--- src/rtl/bcd_to_bin_pkg.sv ---
// rtl/bcd_to_bin_pkg.sv - shared state encoding and digit constants for the BCD-to-binary converter
// Purpose: FSM state type, BCD digit limits and the reverse double-dabble adjust constants.
// Ports: none (package).
package bcd_to_bin_pkg;

    typedef enum logic [1:0] {
        ST_IDLE   = 2'd0,
        ST_SHIFT  = 2'd1,
        ST_ADJUST = 2'd2
    } state_t;

    localparam logic [3:0] BCD_MAX_DIGIT = 4'd9;
    localparam logic [3:0] ADJ_THRESH    = 4'd8;
    localparam logic [3:0] ADJ_SUB       = 4'd3;

    function automatic logic digit_ok(input logic [3:0] d);
        return d <= BCD_MAX_DIGIT;
    endfunction

endpackage

--- src/rtl/bcd_to_bin_if.sv ---
// rtl/bcd_to_bin_if.sv - request/result bundle between a requester and the BCD-to-binary converter
// Purpose: groups the control, operand and result signals of bcd_to_bin.
// Signals: enable, start, bcd_in (requester -> converter);
//          busy, done, err, bin_out (converter -> requester).
// Modports: master = requester side, slave = converter side.
interface bcd_to_bin_if #(
    parameter int DIGITS = 2,
    parameter int BIN_W  = 7
);
    logic                  enable;
    logic                  start;
    logic [4*DIGITS-1:0]   bcd_in;
    logic                  busy;
    logic                  done;
    logic                  err;
    logic [BIN_W-1:0]      bin_out;

    modport master (
        output enable, start, bcd_in,
        input  busy, done, err, bin_out
    );

    modport slave (
        input  enable, start, bcd_in,
        output busy, done, err, bin_out
    );
endinterface

--- src/rtl/bcd_digit_adjust.sv ---
// rtl/bcd_digit_adjust.sv - single-digit correction step of reverse double-dabble
// Purpose: a BCD digit that reached 8 or more after a right shift came from a
//          tens borrow of 10 (shifted to 5); subtracting 3 restores 16-weight binary.
// Ports: i_digit (4b in), o_digit (4b out) = i_digit >= 8 ? i_digit - 3 : i_digit.
module bcd_digit_adjust
    import bcd_to_bin_pkg::*;
(
    input  logic [3:0] i_digit,
    output logic [3:0] o_digit
);

    assign o_digit = (i_digit >= ADJ_THRESH) ? (i_digit - ADJ_SUB) : i_digit;

endmodule

--- src/rtl/bcd_to_bin.sv ---
// rtl/bcd_to_bin.sv - sequential BCD-to-binary converter using reverse double-dabble
// Purpose: converts a packed DIGITS-digit BCD operand to BIN_W-bit binary in
//          BIN_W shifts interleaved with BIN_W-1 digit-adjust steps.
// Ports: clk (rising edge), reset (async, active low),
//        bus (slave): enable, start, bcd_in in; busy, done, err, bin_out out.
module bcd_to_bin
    import bcd_to_bin_pkg::*;
#(
    parameter int DIGITS = 2,
    parameter int BIN_W  = 7
) (
    input  logic          clk,
    input  logic          reset,
    bcd_to_bin_if.slave   bus
);

    localparam int BCD_W  = 4 * DIGITS;
    localparam int CAT_W  = BCD_W + BIN_W;
    localparam int ITER_W = $clog2(BIN_W + 1);
    localparam logic [ITER_W-1:0] LAST_ITER = ITER_W'(BIN_W - 1);

    state_t              r_state;
    logic [BCD_W-1:0]    r_bcd_sr;
    logic [BIN_W-1:0]    r_bin_sr;
    logic [ITER_W-1:0]   r_iter;
    logic                r_busy;
    logic                r_done;
    logic                r_err;
    logic [BIN_W-1:0]    r_bin_out;

    logic                w_in_valid;
    logic [CAT_W-1:0]    w_shift;
    logic [BCD_W-1:0]    w_bcd_adj;

    always_comb begin
        w_in_valid = 1'b1;
        for (int i = 0; i < DIGITS; i++) begin
            if (!digit_ok(bus.bcd_in[4*i +: 4])) begin
                w_in_valid = 1'b0;
            end
        end
    end

    // The BCD register's LSB falls into the binary register's MSB each shift.
    assign w_shift = {r_bcd_sr, r_bin_sr} >> 1;

    for (genvar g = 0; g < DIGITS; g++) begin : g_adj
        bcd_digit_adjust u_adj (
            .i_digit (r_bcd_sr[4*g +: 4]),
            .o_digit (w_bcd_adj[4*g +: 4])
        );
    end

    always_ff @(posedge clk or negedge reset) begin
        if (!reset) begin
            r_state   <= ST_IDLE;
            r_bcd_sr  <= '0;
            r_bin_sr  <= '0;
            r_iter    <= '0;
            r_busy    <= 1'b0;
            r_done    <= 1'b0;
            r_err     <= 1'b0;
            r_bin_out <= '0;
        end else if (bus.enable) begin
            r_done <= 1'b0;
            case (r_state)
                ST_IDLE: begin
                    if (bus.start) begin
                        if (w_in_valid) begin
                            r_bcd_sr <= bus.bcd_in;
                            r_bin_sr <= '0;
                            r_iter   <= '0;
                            r_err    <= 1'b0;
                            r_busy   <= 1'b1;
                            r_state  <= ST_SHIFT;
                        end else begin
                            r_bin_out <= '0;
                            r_err     <= 1'b1;
                            r_done    <= 1'b1;
                        end
                    end
                end
                ST_SHIFT: begin
                    r_bcd_sr <= w_shift[CAT_W-1:BIN_W];
                    r_bin_sr <= w_shift[BIN_W-1:0];
                    r_iter   <= r_iter + 1'b1;
                    if (r_iter == LAST_ITER) begin
                        r_bin_out <= w_shift[BIN_W-1:0];
                        r_done    <= 1'b1;
                        r_busy    <= 1'b0;
                        r_state   <= ST_IDLE;
                    end else begin
                        r_state <= ST_ADJUST;
                    end
                end
                ST_ADJUST: begin
                    r_bcd_sr <= w_bcd_adj;
                    r_state  <= ST_SHIFT;
                end
                default: begin
                    r_busy  <= 1'b0;
                    r_state <= ST_IDLE;
                end
            endcase
        end
    end

    assign bus.busy    = r_busy;
    assign bus.done    = r_done;
    assign bus.err     = r_err;
    assign bus.bin_out = r_bin_out;

endmodule
--- src/flat_wrapper.sv ---
// flat-port wrapper written by rule: the top's interface ports become plain ports
module bcd_to_bin_flat import bcd_to_bin_pkg::*;
#(
    parameter int DIGITS = 2,
    parameter int BIN_W  = 7
)
  (clk, reset, bus_enable, bus_start, bus_bcd_in, bus_busy, bus_done, bus_err, bus_bin_out);
  bcd_to_bin_if #(.DIGITS(DIGITS), .BIN_W(BIN_W)) bus_i ();
  input  logic clk;
  input  logic reset;
  input wire logic [$bits(bus_i.enable)-1:0] bus_enable;
  input wire logic [$bits(bus_i.start)-1:0] bus_start;
  input wire logic [$bits(bus_i.bcd_in)-1:0] bus_bcd_in;
  output wire logic [$bits(bus_i.busy)-1:0] bus_busy;
  output wire logic [$bits(bus_i.done)-1:0] bus_done;
  output wire logic [$bits(bus_i.err)-1:0] bus_err;
  output wire logic [$bits(bus_i.bin_out)-1:0] bus_bin_out;
  assign bus_i.enable = bus_enable;
  assign bus_i.start = bus_start;
  assign bus_i.bcd_in = bus_bcd_in;
  assign bus_busy = bus_i.busy;
  assign bus_done = bus_i.done;
  assign bus_err = bus_i.err;
  assign bus_bin_out = bus_i.bin_out;
  bcd_to_bin #(.DIGITS(DIGITS), .BIN_W(BIN_W)) u_core (.clk(clk), .reset(reset), .bus(bus_i));
endmodule
--- config.mk ---
export PLATFORM = sky130hd
export DESIGN_NAME = bcd_to_bin_flat
export DESIGN_NICKNAME = d
export VERILOG_FILES = /design/src/rtl/bcd_to_bin_pkg.sv /design/src/rtl/bcd_to_bin_if.sv /design/src/rtl/bcd_digit_adjust.sv /design/src/rtl/bcd_to_bin.sv /design/src/flat_wrapper.sv
export SDC_FILE = /design/constraint.sdc
export NUM_CORES = 1
export LEC_CHECK = 0
export CORE_UTILIZATION = 54
export CTS_BUF_LIST = sky130_fd_sc_hd__clkbuf_16
export CTS_CLUSTER_SIZE = 10
export DETAILED_ROUTE_END_ITERATION = 12
export PLACE_DENSITY = 0.89
export SLEW_MARGIN = 20
export SYNTH_ARGS = -nofsm -noshare
export SYNTH_HDL_FRONTEND = slang
export SYNTH_SLANG_ARGS = --single-unit
--- constraint.sdc ---
create_clock -name clk -period 2.1 [get_ports clk]
set_input_delay 0.315 -clock clk [delete_from_list [all_inputs] [get_ports clk]]
set_output_delay 0.315 -clock clk [all_outputs]
set_load 0.02 [all_outputs]
==> impl_metrics.csv <==
group,metric,value,unit
status,status,"complete, but fails checks",
status,violations,"design-rule violations",
floorplan,die_w,57.5,um
floorplan,ioPinCount,22,
clocking,clock-root-buffer,"clkbuf_16",
synth,synth.area.top_cells,"dfrtp_1, ha_1, mux2_1",
worst_setup_path,path_depth,6,
detailed_routing,routedWlPerCell,16.7,um
worst_setup_path,crit_type,"register to register",
detailed_routing,drt-pass1-iter-count,8,
placed_design,io_buffers,21,
timing,fin_crit_sh,0.918,
timing,hold_violations,0,
timing,rsz0062_at_grt,"no",
worst_setup_path,crit_path_max_incr_delay,390,ps
power_and_ir_drop,p_int,1790,uW
synth,synth_common_cells,"dfrtp_1, inv_1, nand2_1",
detailed_routing,ant_nets,0,
clocking,cts_setup_buffers,0,
final_layout,multi_input_area,872,um2
detailed_routing,via_per_inst,5.96,
final_layout,diodes,0,
worst_setup_path,critical_path.top_delay_family,"flip-flops",
global_route,grt.total_usage,0.254,
global_route,grt_max_degree,30,
final_layout,areaGrowthSynthToFinish,26.0,%
final_layout,drive_gt1_frac,0.156,
timing,whs,430,ps
synth,netlist.area_leader.share,0.436,
power_and_ir_drop,ir_worst_vdd,0.000640,V
detailed_routing,totalWireLength,3630,um
power_and_ir_drop,powerDensity,1390,mW/mm2
global_route,grt_pass1_vias,1378,
final_layout,final_nets,207,
synth,yosysTopAreaCell,"dfrtp_1",
global_route,grt_overflow,0,
detailed_routing,vias,1293,
worst_setup_path,slowest_stage,"dfrtp_1",
power_and_ir_drop,p_sw,1120,uW
placed_design,dp_hpwl,2490,um
timing,worstMarginPinSlew,475,ps
floorplan,core_area,0.00283,mm2
final_layout,fillers,194,
timing,setup_viol,0,
synth,synth_most_common_cell,"dfrtp_1",
timing,max_freq,0.519,GHz
job,max_cap_viol_count,0,
floorplan,fp-row-count,19,
clocking,clk_pin_slew_worst_paths,50,ps
timing,fin_crit,1930,ps
power_and_ir_drop,p_sw_frac,0.385,
worst_setup_path,critPathLaunchType,"register",
placed_design,dp_slack,126,ps
worst_setup_path,cp.arrival,2080,ps
floorplan,start_util,0.589,
clocking,cts_tree,"done",
timing,skew,4.57,ps
synth,synth_flop_cell,"dfrtp_1",
final_layout,seq_area,726,um2
synth,ys_seq_area_frac,0.436,
clocking,hold_buffers,0,
final_layout,final_cells,217,
timing,slew_viol_final,0,
floorplan,die_h,57.5,um
worst_setup_path,reg2regPathDepth,6,
synth,synthDistinctLibCells,44,
synth,synth-seq-cells,29,
clocking,clkSinkCount,29,
worst_setup_path,end_kind,"register",
timing,setup-tns-final,0,ps
worst_setup_path,crit_chain,"inv_1 -> ha_1 -> nand2b_1 -> nand4_4 -> a211oi_4 -> mux2_1",
timing,relSlewSlack,0.683,
power_and_ir_drop,p_clk_frac,0.227,
synth,synthArstFlopShare,1.00,
placed_design,dpl.cell_count,209,
clocking,post_cts_resized,0,
clocking,clk_latency,270,ps
placed_design,routabilityCongestion,0.828,
worst_setup_path,cp_data_required_time,2250,ps
worst_setup_path,worst-path-buf-inv,1,
synth,synthCells,153,
global_route,antenna_found_initial,0,
floorplan,die_area,0.00331,mm2
clocking,cts_buffer_depth,2,
clocking,h-tree-depth,2,
detailed_routing,drc,1,
synth,yosys_warnings,0,
synth,synth.avg_cell_area,10.9,um2
clocking,cts_buffers,5,
synth,synth-edff-count,0,
synth,netlist_area,0.00167,mm2
power_and_ir_drop,p_seq_frac,0.309,
global_route,grt_pass1_wl,6290,um
worst_hold_path,min_path_type,"input pin to async pin",
power_and_ir_drop,p_comb_frac,0.464,
synth,syn-num-nets,175,
timing,fin_ws,173,ps
power_and_ir_drop,p_leak,0.000978,uW
worst_setup_path,critPathMaxFanout,8,
detailed_routing,drt-initial-drc-count,88,
## power groups by stage
stage               logic (uW)  registers (uW)  clock network (uW)
finish                    1350             902                 664
global route              1490             925                 700
CTS                       1350             900                 676
detailed placement        1340             903                   0
global placement          1280             890                   0
floorplan                  898             921                   0
## worst register-to-register path, stage by stage, from the launching register on
cell	delay [ps]
dfrtp_1	390
inv_1	80
ha_1	320
nand2b_1	200
nand4_4	180
a211oi_4	280
mux2_1	350
## state kept, by name, summed over array words and instances (netlist names)
register	cells
u_core.bus.bin_out	7
u_core.bus.busy	1
u_core.bus.done	1
u_core.bus.err	1
u_core.r_bcd_sr	8
u_core.r_bin_sr	6
u_core.r_iter	3
u_core.r_state	2
## layout by cell type, fill, tap and decap left out, types with 3 or more instances in the layout
| master | synthesis | layout |
|---|---|---|
| clkbuf_16 | 0 | 5 |
| ha_1 | 10 | 10 |
| clkdlybuf4s50_1 | 0 | 21 |
| a22oi_1 | 3 | 3 |
| o31ai_1 | 3 | 3 |
| mux2i_1 | 4 | 4 |
| dfrtp_1 | 29 | 29 |
| mux2_4 | 4 | 4 |
| nand2_1 | 12 | 12 |
| buf_4 | 1 | 9 |
| mux2_1 | 8 | 8 |
| o21ai_1 | 6 | 6 |
| nor2_1 | 11 | 11 |
| and2_1 | 5 | 5 |
| inv_1 | 12 | 13 |
| a21oi_1 | 5 | 5 |
## layout make-up
class / count / share of cell area
timing repair buffer: 30 / 0.132
tap: 31 / 0.0185
sequential: 29 / 0.346
clock buffer: 5 / 0.0596
clock inverter: 3 / 0.00656
multi-input combinational: 107 / 0.416
inverter: 12 / 0.0215
## stage by stage
step | util | instance area [um2] | total power [uW]
final | 0.742 | 2100 | 2920
after floorplan | - | 1670 | 1820
after global routing | 0.742 | 2100 | 3120
after global placement | 0.693 | 1960 | 2160
after CTS | 0.742 | 2100 | 2930
after detailed placement | 0.693 | 1960 | 2240
## kinds of logic (layout without fill, tap and decap cells)
family,after synthesis,count (layout),synth area share
AO/OA/AOI/OAI,39,39,0.189
XOR/XNOR,2,2,0.0105
adder cells (fa/ha/maj),10,10,0.0751
buffers and inverters,17,50,0.0406
flip-flops,29,29,0.436
multiplexers,17,17,0.121
AND/OR/NAND/NOR,39,39,0.128
## routing by layer
| layer | wire length, um | track usage | up-vias | part of all wire |
|---|---|---|---|---|
| met3 | 181 | 0.0544 | 7 | 0.050 |
| met4 | 38 | 0.0941 | 0 | 0.010 |
| li1 | - | - | 610 | - |
| met1 | 1580 | 0.323 | 636 | 0.44 |
| met5 | 0 | 0 | - | 0 |
| met2 | 1820 | 0.427 | 40 | 0.50 |
## final timing paths
check                                   startpoint            endpoint  slack (ps)
max in group asynchronous                    reset    u_core.r_iter[1]        1390
worst max register to register   u_core.r_state[0]  u_core.r_bcd_sr[4]         170
worst min-delay path                         reset  u_core.r_bcd_sr[6]         430
min in group clk                u_core.r_bin_sr[1]  u_core.r_bin_sr[1]         500
worst max-delay path             u_core.r_state[0]  u_core.r_bcd_sr[4]         170
worst min register to register  u_core.r_bin_sr[1]  u_core.r_bin_sr[1]         500
Power figures use the tool's default switching activity.
